## config.mk

```make
export PLATFORM = sky130hd
export DESIGN_NAME = idma_reg64_launcher
export DESIGN_NICKNAME = d
export VERILOG_FILES = /design/src/rtl/idma_reg64_launcher.sv
export SDC_FILE = /design/constraint.sdc
export NUM_CORES = 1
export LEC_CHECK = 0
export BUFFER_PORTS_ARGS = -buffer_cell sky130_fd_sc_hd__buf_2
export CAP_MARGIN = 10
export CORE_MARGIN = 2
export CORE_UTILIZATION = 30
export CTS_CLUSTER_SIZE = 25
export DETAILED_ROUTE_END_ITERATION = 8
export SYNTH_ARGS = -nofsm -noshare
export SYNTH_HDL_FRONTEND = slang
export SYNTH_SLANG_ARGS = --single-unit
```

## constraint.sdc

```tcl
create_clock -name clk_i -period 4.34 [get_ports clk_i]
set_clock_uncertainty 0.15 [all_clocks]
set_input_delay 0.217 -clock clk_i [delete_from_list [all_inputs] [get_ports clk_i]]
set_output_delay 0.217 -clock clk_i [all_outputs]
set_load 0.005 [all_outputs]
```

## src/rtl/idma_reg64_launcher.sv

```systemverilog
// Register-bus initiator that programs the 64-bit iDMA reg frontend for one job at a time.
// Optional IDMA_LAUNCHER_IRQ_WAIT_EN: wait for irq_i between DONE polls instead of a fixed gap.
module idma_reg64_launcher #(
    parameter int unsigned AddrWidth    = 64,
    parameter int unsigned PollInterval = 16,
    parameter int unsigned TimeoutPolls = 1024
) (
    input  logic                 clk_i,
    input  logic                 rst_i,
    input  logic                 job_valid_i,
    output logic                 job_ready_o,
    input  logic [AddrWidth-1:0] job_src_i,
    input  logic [AddrWidth-1:0] job_dst_i,
    input  logic [AddrWidth-1:0] job_len_i,
    input  logic [2:0]           job_conf_i,
    output logic [5:0]           reg_req_addr_o,
    output logic                 reg_req_write_o,
    output logic [63:0]          reg_req_wdata_o,
    output logic [7:0]           reg_req_wstrb_o,
    output logic                 reg_req_valid_o,
    input  logic [63:0]          reg_rsp_rdata_i,
    input  logic                 reg_rsp_error_i,
    input  logic                 reg_rsp_ready_i,
    input  logic                 irq_i,
    output logic                 cmpl_valid_o,
    input  logic                 cmpl_ready_i,
    output logic [63:0]          cmpl_id_o,
    output logic [1:0]           cmpl_status_o
);
    typedef enum logic [3:0] {
        S_IDLE, S_WR_SRC, S_WR_DST, S_WR_LEN, S_WR_CONF, S_RD_NID, S_GAP, S_RD_DONE, S_CMPL
    } state_e;

    localparam logic [31:0] TIMEOUT = 32'(TimeoutPolls);

    state_e      state_q, state_d;
    logic [63:0] src_q, dst_q, len_q, id_q, id_d, done_diff;
    logic [2:0]  conf_q;
    logic [1:0]  status_q, status_d;
    logic [31:0] poll_q, poll_d;
    logic        retired;

`ifndef IDMA_LAUNCHER_IRQ_WAIT_EN
    logic [31:0] gap_q, gap_d;
    logic        unused_irq;
    assign unused_irq = irq_i;
`endif

    assign job_ready_o   = (state_q == S_IDLE) && !rst_i;
    assign cmpl_id_o     = id_q;
    assign cmpl_status_o = status_q;

    // Wrap-safe retirement: DONE has caught up with our ID modulo 2^64.
    assign done_diff = reg_rsp_rdata_i - id_q;
    assign retired   = !done_diff[63];

    always_comb begin
        state_d         = state_q;
        id_d            = id_q;
        status_d        = status_q;
        poll_d          = poll_q;
`ifndef IDMA_LAUNCHER_IRQ_WAIT_EN
        gap_d           = gap_q;
`endif
        reg_req_valid_o = 1'b0;
        reg_req_write_o = 1'b0;
        reg_req_addr_o  = 6'h00;
        reg_req_wdata_o = 64'h0;
        reg_req_wstrb_o = 8'h00;
        cmpl_valid_o    = 1'b0;
        unique case (state_q)
            S_IDLE: begin
                if (job_valid_i && job_ready_o) begin
                    id_d   = 64'h0;
                    poll_d = 32'h0;
                    if (job_len_i == '0) begin
                        status_d = 2'd1;
                        state_d  = S_CMPL;
                    end else begin
                        status_d = 2'd0;
                        state_d  = S_WR_SRC;
                    end
                end
            end
            S_WR_SRC, S_WR_DST, S_WR_LEN, S_WR_CONF: begin
                reg_req_valid_o = 1'b1;
                reg_req_write_o = 1'b1;
                reg_req_wstrb_o = 8'hFF;
                case (state_q)
                    S_WR_SRC: begin reg_req_addr_o = 6'h00; reg_req_wdata_o = src_q; end
                    S_WR_DST: begin reg_req_addr_o = 6'h08; reg_req_wdata_o = dst_q; end
                    S_WR_LEN: begin reg_req_addr_o = 6'h10; reg_req_wdata_o = len_q; end
                    default:  begin reg_req_addr_o = 6'h18; reg_req_wdata_o = {61'b0, conf_q}; end
                endcase
                if (reg_rsp_ready_i)
                    state_d = state_e'(state_q + 4'd1);
            end
            S_RD_NID: begin
                reg_req_valid_o = 1'b1;
                reg_req_addr_o  = 6'h28;
                if (reg_rsp_ready_i) begin
                    id_d    = reg_rsp_rdata_i;
                    state_d = S_GAP;
`ifndef IDMA_LAUNCHER_IRQ_WAIT_EN
                    gap_d   = 32'h0;
`endif
                end
            end
            S_GAP: begin
`ifdef IDMA_LAUNCHER_IRQ_WAIT_EN
                if (irq_i) begin
                    state_d = S_RD_DONE;
                end else if (TimeoutPolls != 0 && poll_q + 32'd1 >= TIMEOUT) begin
                    status_d = 2'd3;
                    state_d  = S_CMPL;
                end else begin
                    poll_d = poll_q + 32'd1;
                end
`else
                if (gap_q == 32'(PollInterval - 1)) state_d = S_RD_DONE;
                else                                 gap_d   = gap_q + 32'd1;
`endif
            end
            S_RD_DONE: begin
                reg_req_valid_o = 1'b1;
                reg_req_addr_o  = 6'h30;
                if (reg_rsp_ready_i) begin
                    if (retired) begin
                        status_d = 2'd0;
                        state_d  = S_CMPL;
                    end else begin
`ifdef IDMA_LAUNCHER_IRQ_WAIT_EN
                        state_d = S_GAP;
`else
                        gap_d = 32'h0;
                        if (TimeoutPolls != 0 && poll_q + 32'd1 == TIMEOUT) begin
                            status_d = 2'd3;
                            state_d  = S_CMPL;
                        end else begin
                            poll_d  = poll_q + 32'd1;
                            state_d = S_GAP;
                        end
`endif
                    end
                end
            end
            S_CMPL: begin
                cmpl_valid_o = 1'b1;
                if (cmpl_ready_i) state_d = S_IDLE;
            end
            default: state_d = S_IDLE;
        endcase
        // A bus error in any access aborts; the ID is whatever was latched before it.
        if (reg_req_valid_o && reg_rsp_ready_i && reg_rsp_error_i) begin
            id_d     = id_q;
            status_d = 2'd2;
            state_d  = S_CMPL;
        end
    end

    always_ff @(posedge clk_i) begin
        if (rst_i) begin
            state_q  <= S_IDLE;
            src_q    <= 64'h0;
            dst_q    <= 64'h0;
            len_q    <= 64'h0;
            conf_q   <= 3'h0;
            id_q     <= 64'h0;
            status_q <= 2'd0;
            poll_q   <= 32'h0;
        end else begin
            state_q  <= state_d;
            id_q     <= id_d;
            status_q <= status_d;
            poll_q   <= poll_d;
            if (job_valid_i && job_ready_o) begin
                src_q  <= 64'(job_src_i);
                dst_q  <= 64'(job_dst_i);
                len_q  <= 64'(job_len_i);
                conf_q <= job_conf_i;
            end
        end
    end

`ifndef IDMA_LAUNCHER_IRQ_WAIT_EN
    always_ff @(posedge clk_i) begin
        if (rst_i) gap_q <= 32'h0;
        else       gap_q <= gap_d;
    end
`endif

endmodule

```

==> results of run 1 <==
worst max-delay path, stage by stage (launching register included):
cell,delay (ps)
dfxtp_1,350
inv_1,60
ha_1,350
nand4_1,200
nor4_2,510
nand3_1,260
nor4_2,440
a211o_1,190
o31a_1,310
o211ai_1,260
buf_4,260
or4_1,470
a21oi_1,150
path summary, 6_finish.rpt:
| check | endpoint | slack, ps | from |
|---|---|---|---|
| setup / recovery | gap_q[7] | 300 | cmpl_id_o[60] |
| hold / removal | state_q[0] | 130 | reg_rsp_error_i |
| setup reg to reg | gap_q[7] | 300 | cmpl_id_o[60] |
| hold reg to reg | len_q[51] | 310 | len_q[51] |
routing by layer:
| metal | track usage | share of wire |
|---|---|---|
| met5 | 0 | 0 |
| met4 | 0.0898 | 0.041 |
| met3 | 0.0433 | 0.067 |
| met2 | 0.334 | 0.47 |
| met1 | 0.246 | 0.42 |
registers in the layout (all words and copies together) (netlist names):
register,count
state_q,4
cmpl_status_o,2
src_q,64
conf_q,3
cmpl_id_o,64
len_q,64
dst_q,64
gap_q,32
poll_q,32
synthesized netlist by cell type, types with 3 or more instances:
| master | number |
|---|---|
| a2111oi_0 | 6 |
| a211o_1 | 17 |
| a211oi_1 | 5 |
| a21o_1 | 12 |
| a21oi_1 | 134 |
| a221o_1 | 6 |
| a222oi_1 | 64 |
| a22o_1 | 4 |
| a31oi_1 | 8 |
| and2_1 | 9 |
| and3_1 | 12 |
| and4_1 | 9 |
| buf_1 | 9 |
| buf_2 | 13 |
| buf_4 | 16 |
| clkbuf_1 | 135 |
| dfxtp_1 | 329 |
| ha_1 | 69 |
| inv_1 | 148 |
| mux2i_1 | 16 |
| nand2_1 | 537 |
| nand2b_1 | 5 |
| nand3_1 | 100 |
| nand4_1 | 40 |
| nor2_1 | 51 |
| nor2b_1 | 5 |
| nor3_1 | 28 |
| nor4_1 | 44 |
| nor4_2 | 3 |
| o2111ai_1 | 3 |
| o211ai_1 | 3 |
| o21a_1 | 3 |
| o21ai_0 | 228 |
| o2bb2ai_1 | 3 |
| o31a_1 | 4 |
| o31ai_1 | 7 |
| o32ai_1 | 5 |
| or2_2 | 4 |
| or3_1 | 16 |
| or4_1 | 8 |
| xnor2_1 | 10 |
| xor2_1 | 3 |
metrics by stage:
stage	util	instances	cell area (um^2)	worst slack, ps	power [uW]
after floorplan	-	2169	16400	1070	4710
after global placement	0.350	3128	18900	500	5310
after detailed placement	0.350	3128	18900	388	5350
after CTS	0.424	3463	22800	377	9060
after global routing	0.424	3465	22900	8.19	9440
final	0.424	3465	22900	301	8980
cell usage in the layout (no fill, tap or decap), types with 44 or more instances in the layout:
master	netlist	final
nand2_1	537	537
inv_1	148	148
buf_2	13	408
o21ai_0	228	228
nand3_1	100	100
ha_1	69	69
dfxtp_1	329	329
dlygate4sd3_1	0	263
a222oi_1	64	64
nor4_1	44	44
a21oi_1	134	133
nor2_1	51	51
power groups by stage:
stage / clock, uW / sequential, uW / combinational [uW]
CTS: 3570 / 3700 / 1790
global placement: 0 / 3740 / 1560
floorplan: 0 / 3680 / 1030
detailed placement: 0 / 3760 / 1590
global route: 3680 / 3760 / 2000
finish: 3470 / 3710 / 1800
timing repair:
action / CTS / global route
hold buffers: 263 / 0
buffers inserted: 0 / 0
endpoints found under the hold margin: 263 / 0
cell families after synthesis:
| logic type | Yosys count | synth area share |
|---|---|---|
| multiplexers | 18 | 0.0112 |
| adder cells (fa/ha/maj) | 69 | 0.0527 |
| other | 1 | 0.000229 |
| buffers and inverters | 324 | 0.0794 |
| XOR/XNOR | 13 | 0.00695 |
| AND/OR/NAND/NOR | 883 | 0.243 |
| AO/OA/AOI/OAI | 530 | 0.204 |
| flip-flops | 329 | 0.402 |
area by class of cell:
class / count / area, um^2 / share of cell area
Tap cell: 696 / 871 / 0.0381
Sequential cell: 329 / 6590 / 0.288
Clock buffer: 58 / 1160 / 0.0507
Multi-Input combinational cell: 1516 / 8520 / 0.373
Inverter: 149 / 564 / 0.0247
Timing Repair Buffer: 701 / 4950 / 0.217
Antenna cell: 2 / 5.00 / 0.000219
Clock inverter: 14 / 193 / 0.00843
==> results.sh, run 1 <==
export IMPL_cap_viol_max_count=0
export IMPL_synth_seq_cells=329
export IMPL_root_buffer="clkbuf_16"
export IMPL_yosysTopAreaCell="dfxtp_1"
export IMPL_synth_edf_count=0
export IMPL_syn_inst=2167
export IMPL_grt_pass1_wl_mm=92.0
export IMPL_fin_crit_sh=0.931
export IMPL_gr_total_overflow=0
export IMPL_cp_start_kind="flip-flop"
export IMPL_tightest_slew_ps=1060
export IMPL_worstPathMaxFanout=13
export IMPL_wl_per_cell_um=16.9
export IMPL_syn_to_final_growth_pct=39.5
export IMPL_die_area_mm2=0.0565
export IMPL_clk_latency_ps=560
export IMPL_drive_above_1_share=0.191
export IMPL_netSwitchingFraction=0.303
export IMPL_critical_path_required_ps=4670
export IMPL_synth_distinct_cells=70
export IMPL_rsz0062_at_grt="no"
export IMPL_core_area_mm2=0.0539
export IMPL_dp_hpwl_mm=39.4
export IMPL_antenna_found_initial=2
export IMPL_p_leak_uw=0.00948
export IMPL_grt_use_total=0.200
export IMPL_min_path_type="primary input to flip-flop"
export IMPL_switching_power_uw=2720
export IMPL_grt_max_degree=220
export IMPL_post_route_min_period_ps=4040
export IMPL_netlist_area_leader_share=0.402
export IMPL_drc_errors=0
export IMPL_ys_flop_type="dfxtp_1"
export IMPL_ios=414
export IMPL_p_int_uw=6260
export IMPL_hold_ws_ps=128
export IMPL_pwr_share_comb=0.200
export IMPL_clk_pin_slew_ps=60
export IMPL_rr_worst_depth=12
export IMPL_p_per_area_mw_per_mm2=393
export IMPL_drt_total_wl_mm=58.6
export IMPL_synth_yosys_seq_area_share=0.402
export IMPL_placementRows=85
export IMPL_drtIter0Drc=1580
export IMPL_fmax_ghz=0.248
export IMPL_finalHoldViolCount=0
export IMPL_fp_dieH_um=238
export IMPL_gp_congestion=0.931
export IMPL_vias=17957
export IMPL_yosysWarningCount=0
export IMPL_drv_slew=0
export IMPL_clkPwrFrac=0.386
export IMPL_hold_depth=3
export IMPL_cts_resized=0
export IMPL_critical_path_arrival_ps=4370
export IMPL_ant_nets=0
export IMPL_worstSetupPathType="flip-flop to flip-flop"
export IMPL_nets=3072
export IMPL_grt_pass1_vias=17700
export IMPL_synth_area_leaders="dfxtp_1 (40%), nand2_1 (12%), o21ai_0 (7.0%), ha_1 (5.3%), a21oi_1 (4.1%)"
export IMPL_clk_path_buf_depth=3
export IMPL_numCtsBuffers=40
export IMPL_final_setup_tns_ps=0
export IMPL_port_buffers=409
export IMPL_power_frac_seq=0.414
export IMPL_cts_tree="yes"
export IMPL_synth_avg_cell_area_um2=7.56
export IMPL_initial_core_util=0.304
export IMPL_die_w_um=238
export IMPL_slew_headroom=0.289
export IMPL_fill_cells=5295
export IMPL_viasPerCell=5.18
export IMPL_vdd_drop_max_uv=280
export IMPL_drtPass1Iterations=8
export IMPL_syn_cell_area_mm2=0.0164
export IMPL_cts_num_sinks=329
export IMPL_setup_viol=0
export IMPL_status="complete, no violations"
export IMPL_cts_max_level=2
export IMPL_endpoint_kind="flip-flop"
export IMPL_async_flop_share=0
No activity file was read; power rests on OpenSTA's default activity.
==> run 2: changes to the inputs <==
- CELL_PAD_IN_SITES_DETAIL_PLACEMENT: unset -> 1
- CELL_PAD_IN_SITES_GLOBAL_PLACEMENT: unset -> 2
- PLACE_DENSITY_LB_ADDON: unset -> 0.1
==> results.sh, run 2 (synthesis gave the netlist of run 1 again) <==
export IMPL_final_setup_tns_ps=0
export IMPL_nets=3098
export IMPL_slowest_delay_ps=550
export IMPL_cts_num_sinks=329
export IMPL_clk_pin_slew_ps=60
export IMPL_gr_total_overflow=0
export IMPL_ios=414
export IMPL_tightest_slew_ps=1130
export IMPL_die_area_mm2=0.0565
export IMPL_worstPathMaxFanout=6
export IMPL_mostFrequentLayoutCell="nand2_1"
export IMPL_antenna_found_initial=17
export IMPL_grt_max_degree=222
export IMPL_cap_viol_max_count=0
export IMPL_numCtsBuffers=43
export IMPL_dp_hpwl_mm=42.6
export IMPL_r2r_end="poll_q[26]"
export IMPL_crit_end="poll_q[26]"
export IMPL_gp_congestion=0.792
export IMPL_vdd_drop_max_uv=245
export IMPL_ff_latch_area_mm2=0.00659
export IMPL_status="complete, no violations"
export IMPL_initial_core_util=0.304
export IMPL_hold_depth=4
export IMPL_fill_cells=6581
export IMPL_worstPathCellList="inv_1, ha_1, nand4_1, nor4_4, nand3_1, nor4_2, a211o_1, or3_1, buf_4, and3_1, nand4_1, a31oi_1, dlygate4sd3_1"
export IMPL_root_buffer="clkbuf_16"
export IMPL_syn_to_final_growth_pct=41.7
export IMPL_pwr_share_comb=0.201
export IMPL_worstSetupPathType="flip-flop to flip-flop"
export IMPL_p_per_area_mw_per_mm2=392
export IMPL_r2r_start="cmpl_id_o[57]"
export IMPL_port_buffers=409
export IMPL_placementRows=85
export IMPL_grt_use_total=0.222
export IMPL_cp_start_kind="flip-flop"
export IMPL_layout_cells_non_filler=3506
export IMPL_drtIter0Drc=1095
export IMPL_cts_tree="yes"
export IMPL_fp_dieH_um=238
export IMPL_rsz0062_at_grt="no"
export IMPL_rr_worst_depth=13
export IMPL_cts_max_level=2
export IMPL_viasPerCell=5.04
export IMPL_power_frac_seq=0.407
export IMPL_drtPass1Iterations=6
export IMPL_post_route_min_period_ps=4080
export IMPL_vias=17669
export IMPL_critical_path_required_ps=4700
export IMPL_drc_errors=0
export IMPL_die_w_um=238
export IMPL_cts_setup_buffers=0
export IMPL_crit_top_cell="nand4_1"
export IMPL_critical_path_arrival_ps=4440
export IMPL_wl_per_cell_um=18.2
export IMPL_regToRegSetupSlack_ps=260
export IMPL_ant_nets=0
export IMPL_slew_headroom=0.244
export IMPL_setup_viol=0
export IMPL_clkPwrFrac=0.392
export IMPL_min_path_type="primary input to flip-flop"
export IMPL_fin_util=0.430
export IMPL_clk_latency_ps=560
export IMPL_final_cell_mix="nand2_1 (537), buf_2 (408), dfxtp_1 (329), dlygate4sd3_1 (285), o21ai_0 (227)"
export IMPL_dp_cells=3129
export IMPL_core_area_mm2=0.0539
export IMPL_endpoint_kind="flip-flop"
export IMPL_power_total_uw=9100
export IMPL_drv_slew=0
export IMPL_critPathLaunch="cmpl_id_o[57]"
export IMPL_netSwitchingFraction=0.306
export IMPL_switching_power_uw=2780
export IMPL_drt_total_wl_mm=63.9
export IMPL_drive_above_1_share=0.189
export IMPL_finalHoldViolCount=0
export IMPL_p_leak_uw=0.00969
export IMPL_fmax_ghz=0.245
export IMPL_grt_pass1_wl_mm=101
export IMPL_grt_pass1_vias=18451
export IMPL_multi_input_area_mm2=0.00853
export IMPL_p_int_uw=6310
export IMPL_clk_path_buf_depth=3
export IMPL_cp_slowest_cell="dlygate4sd3_1"
export IMPL_fin_crit_sh=0.940
==> run 2: cell types whose count changed in the layout (fill, tap and decap cells not counted), sizes merged <==
cell / delta
diode: +13
buf: +1
clkinvlp: -2
clkbuf: +9
dlygate4sd3: +22
bufinv: -2
==> run 2: power by group through the flow <==
stage          logic, uW  clock network, uW  registers (uW)
2_1_floorplan       1030                  0            3680
3_3_place_gp        1610                  0            3750
3_5_place_dp        1640                  0            3760
4_1_cts             1850               3700            3700
5_1_grt             2050               3820            3760
6_report            1830               3570            3700
==> run 2: final cells by class <==
type	count	share of cell area
clock inverter	10	0.00523
clock buffer	67	0.0551
multi-input combinational	1516	0.368
tap	696	0.0375
antenna	15	0.00162
sequential	329	0.284
timing repair buffer	724	0.225
inverter	149	0.0243
==> run 2: what timing repair did <==
| item | in CTS | in global routing |
|---|---|---|
| hold endpoints to repair | 261 | 0 |
| setup endpoints to repair | 0 | 1 |
| gates resized for setup | 0 | 2 |
| hold buffers | 285 | 0 |
==> run 2: worst min path at each step <==
stage	end	slack, ps	from
finish	cmpl_status_o[0]	80	job_valid_i
global route	cmpl_status_o[0]	80	job_valid_i
CTS	cmpl_status_o[0]	50	job_valid_i
detailed placement	src_q[63]	270	job_src_i[63]
global placement	src_q[25]	260	job_src_i[25]
floorplan	conf_q[0]	180	job_conf_i[0]
==> run 2: worst max-delay path, delay by kind of cell, from the launching register on <==
kind / cells / cell delay, ps
flops: 1 / 340
simple gates: 7 / 2090
compound gates: 2 / 400
fa+ha+maj: 1 / 300
buf+inv: 3 / 740
==> run 2: metrics by stage <==
| step | setup slack (ps) | hold slack, ps | instance area (um^2) |
|---|---|---|---|
| 2_1_floorplan | 1070 | 176 | 16400 |
| 3_3_place_gp | 389 | 259 | 18900 |
| 3_5_place_dp | 302 | 267 | 18900 |
| 4_1_cts | 95.8 | 53.8 | 23200 |
| 5_1_grt | 14.1 | 82.7 | 23200 |
| 6_report | 259 | 76.5 | 23200 |
==> run 2: metal layers <==
metal	share of wire	global-route usage	vias to the layer above	routed length [um]
li1	-	-	8781	-
met1	0.43	0.269	8421	27700
met2	0.48	0.383	355	30900
met3	0.051	0.0485	106	3270
met4	0.031	0.0818	6	1980
met5	0.00050	0	-	32
==> run 3: changes to the inputs <==
- clock period: 4.34 -> 4.7 ns (I/O delays scaled with it)
==> results.sh, run 3 (synthesis gave the netlist of run 1 again) <==
export IMPL_mostFrequentLayoutCell="nand2_1"
export IMPL_port_buffers=409
export IMPL_antenna_found_initial=12
export IMPL_viasPerCell=5.08
export IMPL_worstPathMaxFanout=6
export IMPL_wl_per_cell_um=18.3
export IMPL_pre_cts_ws_ps=680
export IMPL_placementRows=85
export IMPL_final_cell_mix="nand2_1 (537), buf_2 (408), dfxtp_1 (329), dlygate4sd3_1 (270), o21ai_0 (228)"
export IMPL_wl_met2_mm=31.2
export IMPL_status="complete, no violations"
export IMPL_fin_crit_sh=0.895
export IMPL_fill_cells=6595
export IMPL_dp_hpwl_mm=42.7
export IMPL_clk_path_buf_depth=3
export IMPL_drc_errors=0
export IMPL_ant_nets=0
export IMPL_numCtsBuffers=43
export IMPL_drive_above_1_share=0.192
export IMPL_cap_viol_max_count=0
export IMPL_regToRegSetupSlack_ps=490
export IMPL_r2r_start="cmpl_id_o[56]"
export IMPL_cts_resized=0
export IMPL_fp_dieH_um=238
export IMPL_gr_total_overflow=0
export IMPL_critical_path_arrival_ps=4570
export IMPL_cts_tree="yes"
export IMPL_die_area_mm2=0.0565
export IMPL_die_w_um=238
export IMPL_grt_pass1_wl_mm=102
export IMPL_p_per_area_mw_per_mm2=375
export IMPL_highest_layer="met5"
export IMPL_endpoint_kind="flip-flop"
export IMPL_critical_path_required_ps=5070
export IMPL_vdd_drop_max_uv=292
export IMPL_fmax_ghz=0.238
export IMPL_hp_start="job_valid_i"
export IMPL_finalHoldViolCount=0
export IMPL_initial_core_util=0.304
export IMPL_nets=3081
export IMPL_hold_depth=3
export IMPL_min_path_type="primary input to flip-flop"
export IMPL_tightest_slew_ps=1130
export IMPL_p_leak_uw=0.00959
export IMPL_clk_pin_slew_ps=60
export IMPL_root_buffer="clkbuf_16"
export IMPL_wl_met3_mm=3.17
export IMPL_placed_cell_area_mm2=0.0188
export IMPL_final_area_mm2=0.0231
export IMPL_cts_max_level=2
export IMPL_m1WireLength_mm=27.5
export IMPL_cp_start_kind="flip-flop"
export IMPL_fin_util=0.428
export IMPL_drtPass1Iterations=9
export IMPL_rr_worst_depth=12
export IMPL_rsz0062_at_grt="no"
export IMPL_slew_headroom=0.246
export IMPL_ios=414
export IMPL_final_setup_tns_ps=0
export IMPL_cts_num_sinks=329
export IMPL_core_area_mm2=0.0539
export IMPL_vias=17722
export IMPL_whs_endpoint="dst_q[4]"
export IMPL_setup_viol=0
export IMPL_drt_total_wl_mm=63.8
export IMPL_setup_slack_ps=492
export IMPL_drtIter0Drc=1098
export IMPL_grt_pass1_vias=18737
export IMPL_syn_to_final_growth_pct=40.9
export IMPL_drv_slew=0
export IMPL_post_route_min_period_ps=4210
export IMPL_worstSetupPathType="flip-flop to flip-flop"
export IMPL_clk_latency_ps=570
export IMPL_grt_use_total=0.222
export IMPL_r2r_end="poll_q[26]"
export IMPL_grt_max_degree=217
export IMPL_gp_congestion=0.799
## run 3: cell types whose count changed in the layout (fill, tap and decap cells not counted), moves of 3 or more
cell and change:
buf_4 +3, buf_12 -5, clkbuf_8 +5, diode_2 -4
bufinv_16 +3, dlygate4sd3_1 -15, clkbuf_1 -6
## run 3: area by class of cell
type                            count  area [um^2]  share of cell area
Antenna cell                       11         27.5             0.00119
Multi-Input combinational cell   1516         8520               0.369
Clock buffer                       66         1320              0.0573
Timing Repair Buffer              707         4990               0.216
Tap cell                          696          871              0.0377
Clock inverter                     12          203             0.00878
Inverter                          149          564              0.0244
Sequential cell                   329         6590               0.285
## run 3: layer usage
metal,track usage,vias up
li1,-,8741
met4,0.0793,2
met2,0.389,363
met1,0.268,8516
met5,0,-
met3,0.0483,100
## run 3: power breakdown
part / total (uW) / switching (uW) / internal, uW
registers: 3420 / 225 / 3190
clock network: 3560 / 1350 / 2210
logic: 1680 / 1020 / 655
## run 3: how the worst max path moves through the flow
stage,cells after the start,end,startpoint,slack (ps)
after floorplan,13,poll_q[22],cmpl_id_o[58],1430
after CTS,12,poll_q[26],cmpl_id_o[56],460
after detailed placement,12,poll_q[27],cmpl_id_o[56],680
after global routing,12,poll_q[26],cmpl_id_o[56],160
final,12,poll_q[26],cmpl_id_o[56],490
after global placement,12,poll_q[22],cmpl_id_o[56],780
## run 3: per-stage QoR
stage                     hold WS [ps]  power (uW)  instances
after CTS                         6.71        8790       3475
after floorplan                    194        4350       2169
final                             35.5        8660       3486
after global routing              74.1        9140       3486
after detailed placement           286        4970       3127
after global placement             277        4930       3127
## run 3: critical path, stage by stage (launching register included)
cell and delay (ps):
dfxtp_1 340, inv_1 50, ha_1 300, nand4_1 210, nor4_2 640, nand3_1 230, nor4_2 500, a211o_1 220
or3_1 260, and3_1 380, nand4_1 140, a31oi_1 170, dlygate4sd3_1 550
## run 3: what timing repair did
action,CTS,global route
hold buffers,270,0
endpoints found under the hold margin,261,0
setup buffers,0,0
